$ cat src/rtl/pdm_mic_receiver.sv
// rtl/pdm_mic_receiver.sv - PDM microphone clock generator, deserialiser and decimator
//
// Purpose:
//   Drives the PDM microphone clock, samples the 1-bit PDM stream on each
//   falling pdm_clk edge, counts ones over DECIM bits and emits a signed
//   32-bit PCM sample (2*ones - DECIM) through a valid/ready output register
//   with a sticky overrun flag.
//   Optional macro PDM_DC_BLOCK_EN: when defined, a first-order DC removal
//   stage (40-bit accumulator, 8 fractional bits) sits in front of the output
//   register and adds one cycle of latency.
//
// Ports:
//   clk          system clock
//   rst          asynchronous active-low reset
//   enable       run request, level-sensitive
//   pdm_data     microphone data, asynchronous to clk
//   pdm_clk      microphone clock
//   pdm_lrsel    channel select, tied 0
//   sample_data  signed PCM sample
//   sample_valid sample_data holds an unconsumed sample
//   sample_ready consumer accepts the sample when valid & ready
//   overrun      sticky flag: a completed sample overwrote an unconsumed one
//   clr_overrun  synchronous clear of overrun
`timescale 1ns/1ps

module pdm_mic_receiver #(
   parameter int CLK_DIV = 50,
   parameter int DECIM   = 64,
   parameter int SETTLE  = 4
) (
   input  logic        clk,
   input  logic        rst,
   input  logic        enable,
   input  logic        pdm_data,
   output logic        pdm_clk,
   output logic        pdm_lrsel,
   output logic [31:0] sample_data,
   output logic        sample_valid,
   input  logic        sample_ready,
   output logic        overrun,
   input  logic        clr_overrun
);

   localparam int DW = (CLK_DIV > 2) ? $clog2(CLK_DIV) : 1;
   localparam int AW = $clog2(DECIM + 1);
   localparam int SW = (SETTLE > 0) ? $clog2(SETTLE + 1) : 1;

   typedef enum logic [1:0] {S_IDLE, S_SETTLE, S_RUN} state_t;

   state_t        state, state_next;
   logic          sync1, sync2;
   logic [DW-1:0] div_cnt;
   logic [AW-1:0] ones_acc, bit_cnt, ones_next;
   logic [SW-1:0] settle_cnt;
   logic [31:0]   raw, raw_val;
   logic          done;
   logic          run, tc, capture, form;
   logic          load;
   logic [31:0]   load_data;

   assign pdm_lrsel = 1'b0;

   assign run       = (state != S_IDLE);
   assign tc        = run && (div_cnt == DW'(CLK_DIV - 1));
   // Falling pdm_clk edge: the bit the microphone presented is stable here.
   assign capture   = tc && pdm_clk;
   assign form      = capture && (bit_cnt == AW'(DECIM - 1));
   assign ones_next = ones_acc + {{(AW-1){1'b0}}, sync2};
   assign raw_val   = ({{(32-AW){1'b0}}, ones_next} << 1) - 32'(DECIM);

   always_ff @(posedge clk or negedge rst) begin
      if (!rst) state <= S_IDLE;
      else      state <= state_next;
   end

   always_comb begin
      state_next = state;
      case (state)
         S_IDLE:   if (enable) state_next = (SETTLE == 0) ? S_RUN : S_SETTLE;
         S_SETTLE: if (!enable) state_next = S_IDLE;
                   else if (form && settle_cnt == SW'(SETTLE - 1)) state_next = S_RUN;
         S_RUN:    if (!enable) state_next = S_IDLE;
         default:  state_next = S_IDLE;
      endcase
   end

   always_ff @(posedge clk or negedge rst) begin
      if (!rst) begin
         sync1      <= 1'b0;
         sync2      <= 1'b0;
         div_cnt    <= '0;
         pdm_clk    <= 1'b0;
         ones_acc   <= '0;
         bit_cnt    <= '0;
         settle_cnt <= '0;
         raw        <= '0;
         done       <= 1'b0;
      end else begin
         sync1 <= pdm_data;
         sync2 <= sync1;
         // A sample completing while enable is already low belongs to the
         // aborted run and is never handed to the output register.
         done  <= form && (state == S_RUN) && enable;
         if (form) raw <= raw_val;
         if (!run) begin
            div_cnt    <= '0;
            pdm_clk    <= 1'b0;
            ones_acc   <= '0;
            bit_cnt    <= '0;
            settle_cnt <= '0;
         end else begin
            if (tc) begin
               div_cnt <= '0;
               pdm_clk <= ~pdm_clk;
            end else begin
               div_cnt <= div_cnt + 1'b1;
            end
            if (capture) begin
               if (form) begin
                  ones_acc <= '0;
                  bit_cnt  <= '0;
                  if (state == S_SETTLE) settle_cnt <= settle_cnt + 1'b1;
               end else begin
                  ones_acc <= ones_next;
                  bit_cnt  <= bit_cnt + 1'b1;
               end
            end
         end
      end
   end

`ifdef PDM_DC_BLOCK_EN
   // dc is in 1/256 units; diff = x - dc in the same units, so diff >>> 8 is
   // both the integer output y and the accumulator step.
   logic [39:0] dc;
   logic [40:0] diff;
   logic [32:0] step;
   logic [31:0] dc_y, y_sat;
   logic        dc_done;

   assign diff  = {raw[31], raw, 8'b0} - {dc[39], dc};
   assign step  = diff[40:8];
   assign y_sat = (step[32] != step[31]) ? (step[32] ? 32'h8000_0000 : 32'h7fff_ffff)
                                         : step[31:0];

   always_ff @(posedge clk or negedge rst) begin
      if (!rst) begin
         dc      <= '0;
         dc_y    <= '0;
         dc_done <= 1'b0;
      end else begin
         dc_done <= done;
         if (!run) dc <= '0;
         else if (done) dc <= dc + {{7{step[32]}}, step};
         if (done) dc_y <= y_sat;
      end
   end

   assign load      = dc_done;
   assign load_data = dc_y;
`else
   assign load      = done;
   assign load_data = raw;
`endif

   always_ff @(posedge clk or negedge rst) begin
      if (!rst) begin
         sample_data  <= '0;
         sample_valid <= 1'b0;
         overrun      <= 1'b0;
      end else begin
         // A new load beats a same-cycle handshake; an overrun event beats a clear.
         overrun <= (overrun && !clr_overrun) || (load && sample_valid && !sample_ready);
         if (load) begin
            sample_data  <= load_data;
            sample_valid <= 1'b1;
         end else if (sample_valid && sample_ready) begin
            sample_valid <= 1'b0;
         end
      end
   end

endmodule

$ cat config.mk
export PLATFORM = sky130hd
export DESIGN_NAME = pdm_mic_receiver
export DESIGN_NICKNAME = d
export VERILOG_FILES = /design/src/rtl/pdm_mic_receiver.sv
export SDC_FILE = /design/constraint.sdc
export NUM_CORES = 1
export LEC_CHECK = 0
export ABC_AREA = 1
export BUFFER_PORTS_ARGS = -buffer_cell sky130_fd_sc_hd__buf_2
export CORE_ASPECT_RATIO = 0.5
export CORE_MARGIN = 1.5
export CORE_UTILIZATION = 25
export DETAILED_ROUTE_END_ITERATION = 7
export PLACE_DENSITY = 0.52
export SLEW_MARGIN = 20
export SYNTH_ARGS = -nofsm -noshare
export SYNTH_HDL_FRONTEND = slang
export SYNTH_SLANG_ARGS = --single-unit
$ cat constraint.sdc
create_clock -name clk -period 2.4 [get_ports clk]
set_input_delay 0.36 -clock clk [delete_from_list [all_inputs] [get_ports clk]]
set_output_delay 0.36 -clock clk [all_outputs]
set_load 0.005 [all_outputs]
==> results of run 1 <==
## flip-flops by register name (all words and copies together) (netlist names)
name	cells
sync2	1
pdm_clk	1
bit_cnt	7
sample_valid	1
done	1
overrun	1
ones_acc	7
div_cnt	6
settle_cnt	3
state	2
sync1	1
load_data	8
sample_data	8
## layer usage
| metal | wire length, um | vias to the layer above |
|---|---|---|
| met3 | 198 | 6 |
| met4 | 74 | 0 |
| met5 | 0 | - |
| met2 | 1840 | 40 |
| met1 | 2300 | 765 |
| li1 | - | 884 |
## area by class of cell
type	count	area [um^2]	area share [%]
Sequential cell	47	1180	42.3
Clock buffer	7	143	5.13
Inverter	28	105	3.78
Clock inverter	1	8.76	0.315
Timing Repair Buffer	41	210	7.56
Multi-Input combinational cell	174	968	34.8
Tap cell	135	169	6.08
## placed cells by master, fill, tap and decap left out, types with 2 or more instances in the layout
cell type / n
o21ai_2: 6
conb_1: 2
nand3_2: 2
o21ai_0: 9
nand4_1: 4
ha_1: 8
xor2_1: 5
buf_4: 2
nand2_2: 4
buf_2: 39
o21ai_1: 7
inv_2: 6
nand2_4: 2
nor2_1: 19
nor2_8: 2
dfrtp_1: 47
inv_1: 22
nand2_1: 75
nand3_1: 17
clkbuf_16: 5
## logic make-up (layout without fill, tap and decap cells)
group           Yosys count  after routing  synth area share [%]
simple gates            133            133                  26.5
buf+inv                  58             77                  13.4
flops                    47             47                  47.6
compound gates           26             26                  6.58
fa+ha+maj                 8              8                  4.05
xor+xnor                  5              5                  1.77
other cells               1              2                 0.152
## worst max-delay path: stages (launching register included)
cell	delay (ns)
dfrtp_1	0.38
ha_1	0.22
ha_1	0.22
nand3_1	0.12
nor2_1	0.07
nand2_1	0.06
nand2_1	0.05
nand2_1	0.08
inv_1	0.05
ha_1	0.28
o21ai_2	0.12
## worst paths after layout
path                                  from                        to  slack [ns]
setup / recovery           sync2$_DFF_PN0_  load_data[7]$_DFFE_PN0P_        0.70
hold / removal                         rst   ones_acc[5]$_DFFE_PN0P_        0.09
setup reg to reg           sync2$_DFF_PN0_  load_data[7]$_DFFE_PN0P_        0.70
hold reg to reg            sync1$_DFF_PN0_           sync2$_DFF_PN0_        0.35
max in group asynchronous              rst  load_data[1]$_DFFE_PN0P_        1.71
min in group clk                  pdm_data           sync1$_DFF_PN0_        0.19
## Yosys cell counts (all sizes together)
cell type,number,area share [%]
nand2,81,13
buf,28,8.8
inv,28,4.3
nand4,5,1.9
nand3,20,5.0
nor3b,1,0.30
o21a,1,0.30
nor2,23,5.2
conb,1,0.15
dfrtp,47,48
a21oi,2,0.56
clkbuf,2,0.30
or2,1,0.25
o21ai,22,5.4
ha,8,4.1
nand3b,1,0.30
nor4,1,0.25
o32ai,1,0.35
xor2,5,1.8
## per-stage QoR
| stage | total power, mW | area (um^2) |
|---|---|---|
| finish | 1.58 | 2780 |
| global route | 1.65 | 2780 |
| CTS | 1.61 | 2780 |
| detailed placement | 0.886 | 2630 |
| global placement | 0.886 | 2630 |
| floorplan | 0.859 | 2470 |
## where the power goes
group	internal (mW)	switching, mW	total [mW]
clock network	0.417	0.293	0.710
logic	0.0163	0.0445	0.0608
registers	0.801	0.00810	0.809
total	1.23	0.345	1.58
==> results.ini, run 1 <==
[worst_setup_path]
arrival_ns = 1.93
critPathLaunchType = flop
worst_setup_path_end_kind = flop
cp.required_ns = 2.62
cp_max_fo = 2
worstRegToRegCells = 10
path_class = flop to flop

[drt]
via_per_inst = 3.91
postRouteAntennaNets = 0
drc = 0
vias = 1695
drt_iter0_markers = 75
wire_per_inst_um = 10.2
drt_pre_antenna_iters = 4
wirelength_um = 4410

[timing]
drv_slew = 0
setup_ws_ns = 0.695
rsz0062_at_grt = false
period_share_pct = 71.0
slew_headroom_pct = 57.1
worst_slew_pin_slew_ns = 0.644
post-route-min-period_ns = 1.70
finClkSkew_ns = 0.00892
hold_viol_final = 0
setup_viol = 0
fmax_mhz = 587
holdWs_ns = 0.0879
fin_tns_setup_ns = 0

[synth]
ys_types = 32
yosysSeqAreaShare_pct = 47.6
yosys_warnings = 0
netlist_area_um2 = 2470
postSynthAreaPerCell_um2 = 8.89
synthCells = 278
synth-seq-cells = 47

[cts]
cts-resized-gates = 0
clk_pin_slew_worst_paths_ns = 0.07
cts_tree = built
clk_path_buf_depth = 2
post_cts_buffers = 0
hold_buffers = 0
cts-htree-levels = 2
clock_latency_ns = 0.29
numCtsBuffers = 5
cts_root_buf = clkbuf_16
cts_sinks = 47

[placement]
place_ws_ns = 0.693
place_hpwl_um = 3240
gp_congestion = 0.746
placedCellCount = 425
port-buffer-count = 39

[floorplan]
rows = 25
fp.dieH_um = 73.3
ios = 42
initial_utilization_pct = 26.0
core_um2 = 9510
dieArea_um2 = 10500
die_w_um = 144

[finish]
layout-drive-gt1-share_pct = 25.5
area_delta_synth_final_pct = 12.5
layout.nets = 311
antenna_cells = 0
final_cells = 433
fillers = 1023
final_util_pct = 29.2

[power_and_ir_drop]
vdd_drop_max_uv = 258
leakage_nw = 1.43
p_per_area_nw_per_um2 = 568

[global_routing]
grt_max_degree = 28
grt_pass1_wl_um = 7730
grt.met1_usage_pct = 12.3
grt.busiest_layer = met2
use_met2_pct = 15.1
met3_usage_pct = 2.41
grt_pass1_vias = 1624
grt_usage_pct = 9.43
antenna_found_initial = 0
gr-total-overflow = 0

[outcome]
status = finished, final reports clean

[worst_hold_path]
hold_class = input port to asynchronous set/reset pin

[flow_run]
maxCapViolations = 0

No activity file was read; power rests on OpenSTA's default activity.
==> inputs of run 2 (changes only) <==
==> constraint.sdc (replaced) <==
create_clock -name clk -period 1.75 [get_ports clk]
set_input_delay 0.2625 -clock clk [delete_from_list [all_inputs] [get_ports clk]]
set_output_delay 0.2625 -clock clk [all_outputs]
set_load 0.005 [all_outputs]
==> run 2 against run 1 <==
Compared with the run above: fmax rose by 7.5%; setup slack got worse by 0.53 ns; sequential power rose by 37%; critical path depth fell by 1; clock skew fell by 0.0051 ns; non-clock buffer count rose by 5; worst hold slack improved by 0.0014 ns; combinational power rose by 55%; utilization rose by 0.89 points.
==> results.ini, run 2 (synthesis gave the netlist of run 1 again) <==
[outcome]
status = finished, final reports clean  ; unchanged

[worst_setup_path]
endpoint = load_data[7]$_DFFE_PN0P_  ; unchanged
cp_max_fo = 2  ; unchanged
r2r_start = ones_acc[0]$_DFFE_PN0P_  ; was sync2$_DFF_PN0_
worstRegToRegCells = 9  ; was 10
path_class = flop to flop  ; unchanged
cp.required_ns = 1.96  ; was 2.62 ns
r2r_slack_ns = 0.16  ; was 0.70 ns
crit_start = ones_acc[0]$_DFFE_PN0P_  ; was sync2$_DFF_PN0_
r2r-end = load_data[7]$_DFFE_PN0P_  ; unchanged
worst_setup_path_end_kind = flop  ; unchanged
arrival_ns = 1.80  ; was 1.93 ns
critPathLaunchType = flop  ; unchanged

[timing]
finClkSkew_ns = 0.00386  ; was 0.00892 ns
rsz0062_at_grt = true  ; was false
fmax_mhz = 630  ; was 587 MHz
holdWs_ns = 0.0892  ; was 0.0879 ns
post-route-min-period_ns = 1.59  ; was 1.70 ns
setup_ws_ns = 0.164  ; was 0.695 ns
drv_slew = 0  ; unchanged
period_share_pct = 90.7  ; was 71.0%
hold_viol_final = 0  ; unchanged
setup_viol = 0  ; unchanged

[global_routing]
grt_pass1_vias = 1549  ; was 1624
antenna_found_initial = 0  ; unchanged
gr-total-overflow = 0  ; unchanged
grt_max_degree = 31  ; was 28
grt_usage_pct = 8.66  ; was 9.43%
grt_pass1_wl_um = 7180  ; was 7730 um

[cts]
clock_latency_ns = 0.28  ; was 0.29 ns
cts-htree-levels = 2  ; unchanged
clk_pin_slew_worst_paths_ns = 0.06  ; was 0.07 ns
numCtsBuffers = 5  ; unchanged
cts_root_buf = clkbuf_16  ; unchanged
cts_tree = built  ; unchanged
clk_path_buf_depth = 2  ; unchanged
cts_sinks = 47  ; unchanged

[power_and_ir_drop]
p_sw_share_pct = 21.8  ; was 21.9%
switchingPower_mw = 0.461  ; was 0.345 mW
clock_power_share_pct = 43.2  ; was 44.9%
power_frac_comb_pct = 4.4  ; was 3.8%
p_per_area_nw_per_um2 = 738  ; was 568 nW/um^2
leakage_nw = 1.45  ; was 1.43 nW
internal-power_mw = 1.65  ; was 1.23 mW
vdd_drop_max_uv = 317  ; was 258 uV
seqPwrFrac_pct = 52.3  ; was 51.2%

[floorplan]
ios = 42  ; unchanged
rows = 25  ; unchanged
fp.dieH_um = 73.3  ; unchanged
initial_utilization_pct = 26.0  ; unchanged
core_um2 = 9510  ; unchanged
dieArea_um2 = 10500  ; unchanged
die_w_um = 144  ; unchanged

[finish]
layout.nets = 316  ; was 311
antenna_cells = 0  ; unchanged
layout_common_cells = nand2_1, dfrtp_1, buf_2, inv_1, nor2_1  ; unchanged
area_delta_synth_final_pct = 15.9  ; was 12.5%
final_common_cell = nand2_1  ; unchanged
layout-drive-gt1-share_pct = 27.7  ; was 25.5%

[drt]
vias = 1718  ; was 1695
via_per_inst = 3.92  ; was 3.91
postRouteAntennaNets = 0  ; unchanged
met2_length_um = 1890  ; was 1840 um
wire_per_inst_um = 9.76  ; was 10.2 um
wl_met1_um = 2190  ; was 2300 um
drt_iter0_markers = 55  ; was 75
wirelength_um = 4280  ; was 4410 um
drc = 0  ; unchanged
drt_pre_antenna_iters = 4  ; unchanged
top_layer = met4  ; unchanged
wl_met3_um = 134  ; was 198 um

[placement]
port-buffer-count = 39  ; unchanged
gp_congestion = 0.736  ; was 0.746
place_hpwl_um = 3110  ; was 3240 um
place_ws_ns = 0.103  ; was 0.693 ns

[worst_hold_path]
hold_class = input port to flop  ; was input port to asynchronous set/reset pin

[flow_run]
maxCapViolations = 0  ; unchanged

run 2: worst min path at each step:
| stage | to | start | cells past startpoint |
|---|---|---|---|
| finish | sync1$_DFF_PN0_ | pdm_data | 1 |
| global route | sync1$_DFF_PN0_ | pdm_data | 1 |
| CTS | sync1$_DFF_PN0_ | pdm_data | 1 |
| detailed placement | load_data[6]$_DFFE_PN0P_ | rst | 1 |
| global placement | load_data[7]$_DFFE_PN0P_ | rst | 1 |
| floorplan | bit_cnt[0]$_DFFE_PN0P_ | rst | 0 |
run 2: cell type report:
class | instances | area [um^2]
fill | 1024 | 6640
sequential | 47 | 1180
multi-input combinational | 174 | 1010
timing repair buffer | 46 | 263
tap | 135 | 169
clock buffer | 6 | 129
inverter | 28 | 105
clock inverter | 2 | 12.5
run 2: stage by stage:
step	util (%)	power, mW	instance area [um^2]	TNS [ns]	instances
final	30.1	2.12	2870	0	438
after global routing	30.1	2.19	2870	-0.00510	438
after CTS	29.6	2.16	2820	0	437
after detailed placement	28.0	1.22	2660	0	428
after global placement	28.0	1.22	2660	0	428
after floorplan	-	1.18	2470	0	279
run 2: critical path: stages (launching register included):
cell and delay [ns]:
dfrtp_1 0.35, ha_2 0.20, ha_4 0.15, nand3_4 0.09, nor2_4 0.12, nand3b_1 0.07, nand2_1 0.08, inv_1 0.05
ha_1 0.27, o21ai_2 0.13
run 2: per-layer routing:
| layer | GRT usage (%) | vias up |
|---|---|---|
| met4 | 3.06 | 0 |
| met2 | 14.5 | 37 |
| met3 | 1.43 | 7 |
| met5 | 0 | - |
| li1 | - | 904 |
| met1 | 11.4 | 770 |
run 2: power groups by stage:
stage	registers (mW)	clock network, mW	logic [mW]
3_3_place_gp	1.13	0	0.0952
2_1_floorplan	1.13	0	0.0513
5_1_grt	1.11	0.977	0.109
3_5_place_dp	1.13	0	0.0954
6_report	1.11	0.914	0.0940
4_1_cts	1.11	0.952	0.0970
run 2: timing repair:
action / 4_1_cts / 5_1_grt
hold buffers: 1 / 0
hold endpoints to repair: 17 / 0
setup buffers: 0 / 1
gates resized for setup: 0 / 8
endpoints found under the setup margin: 0 / 3
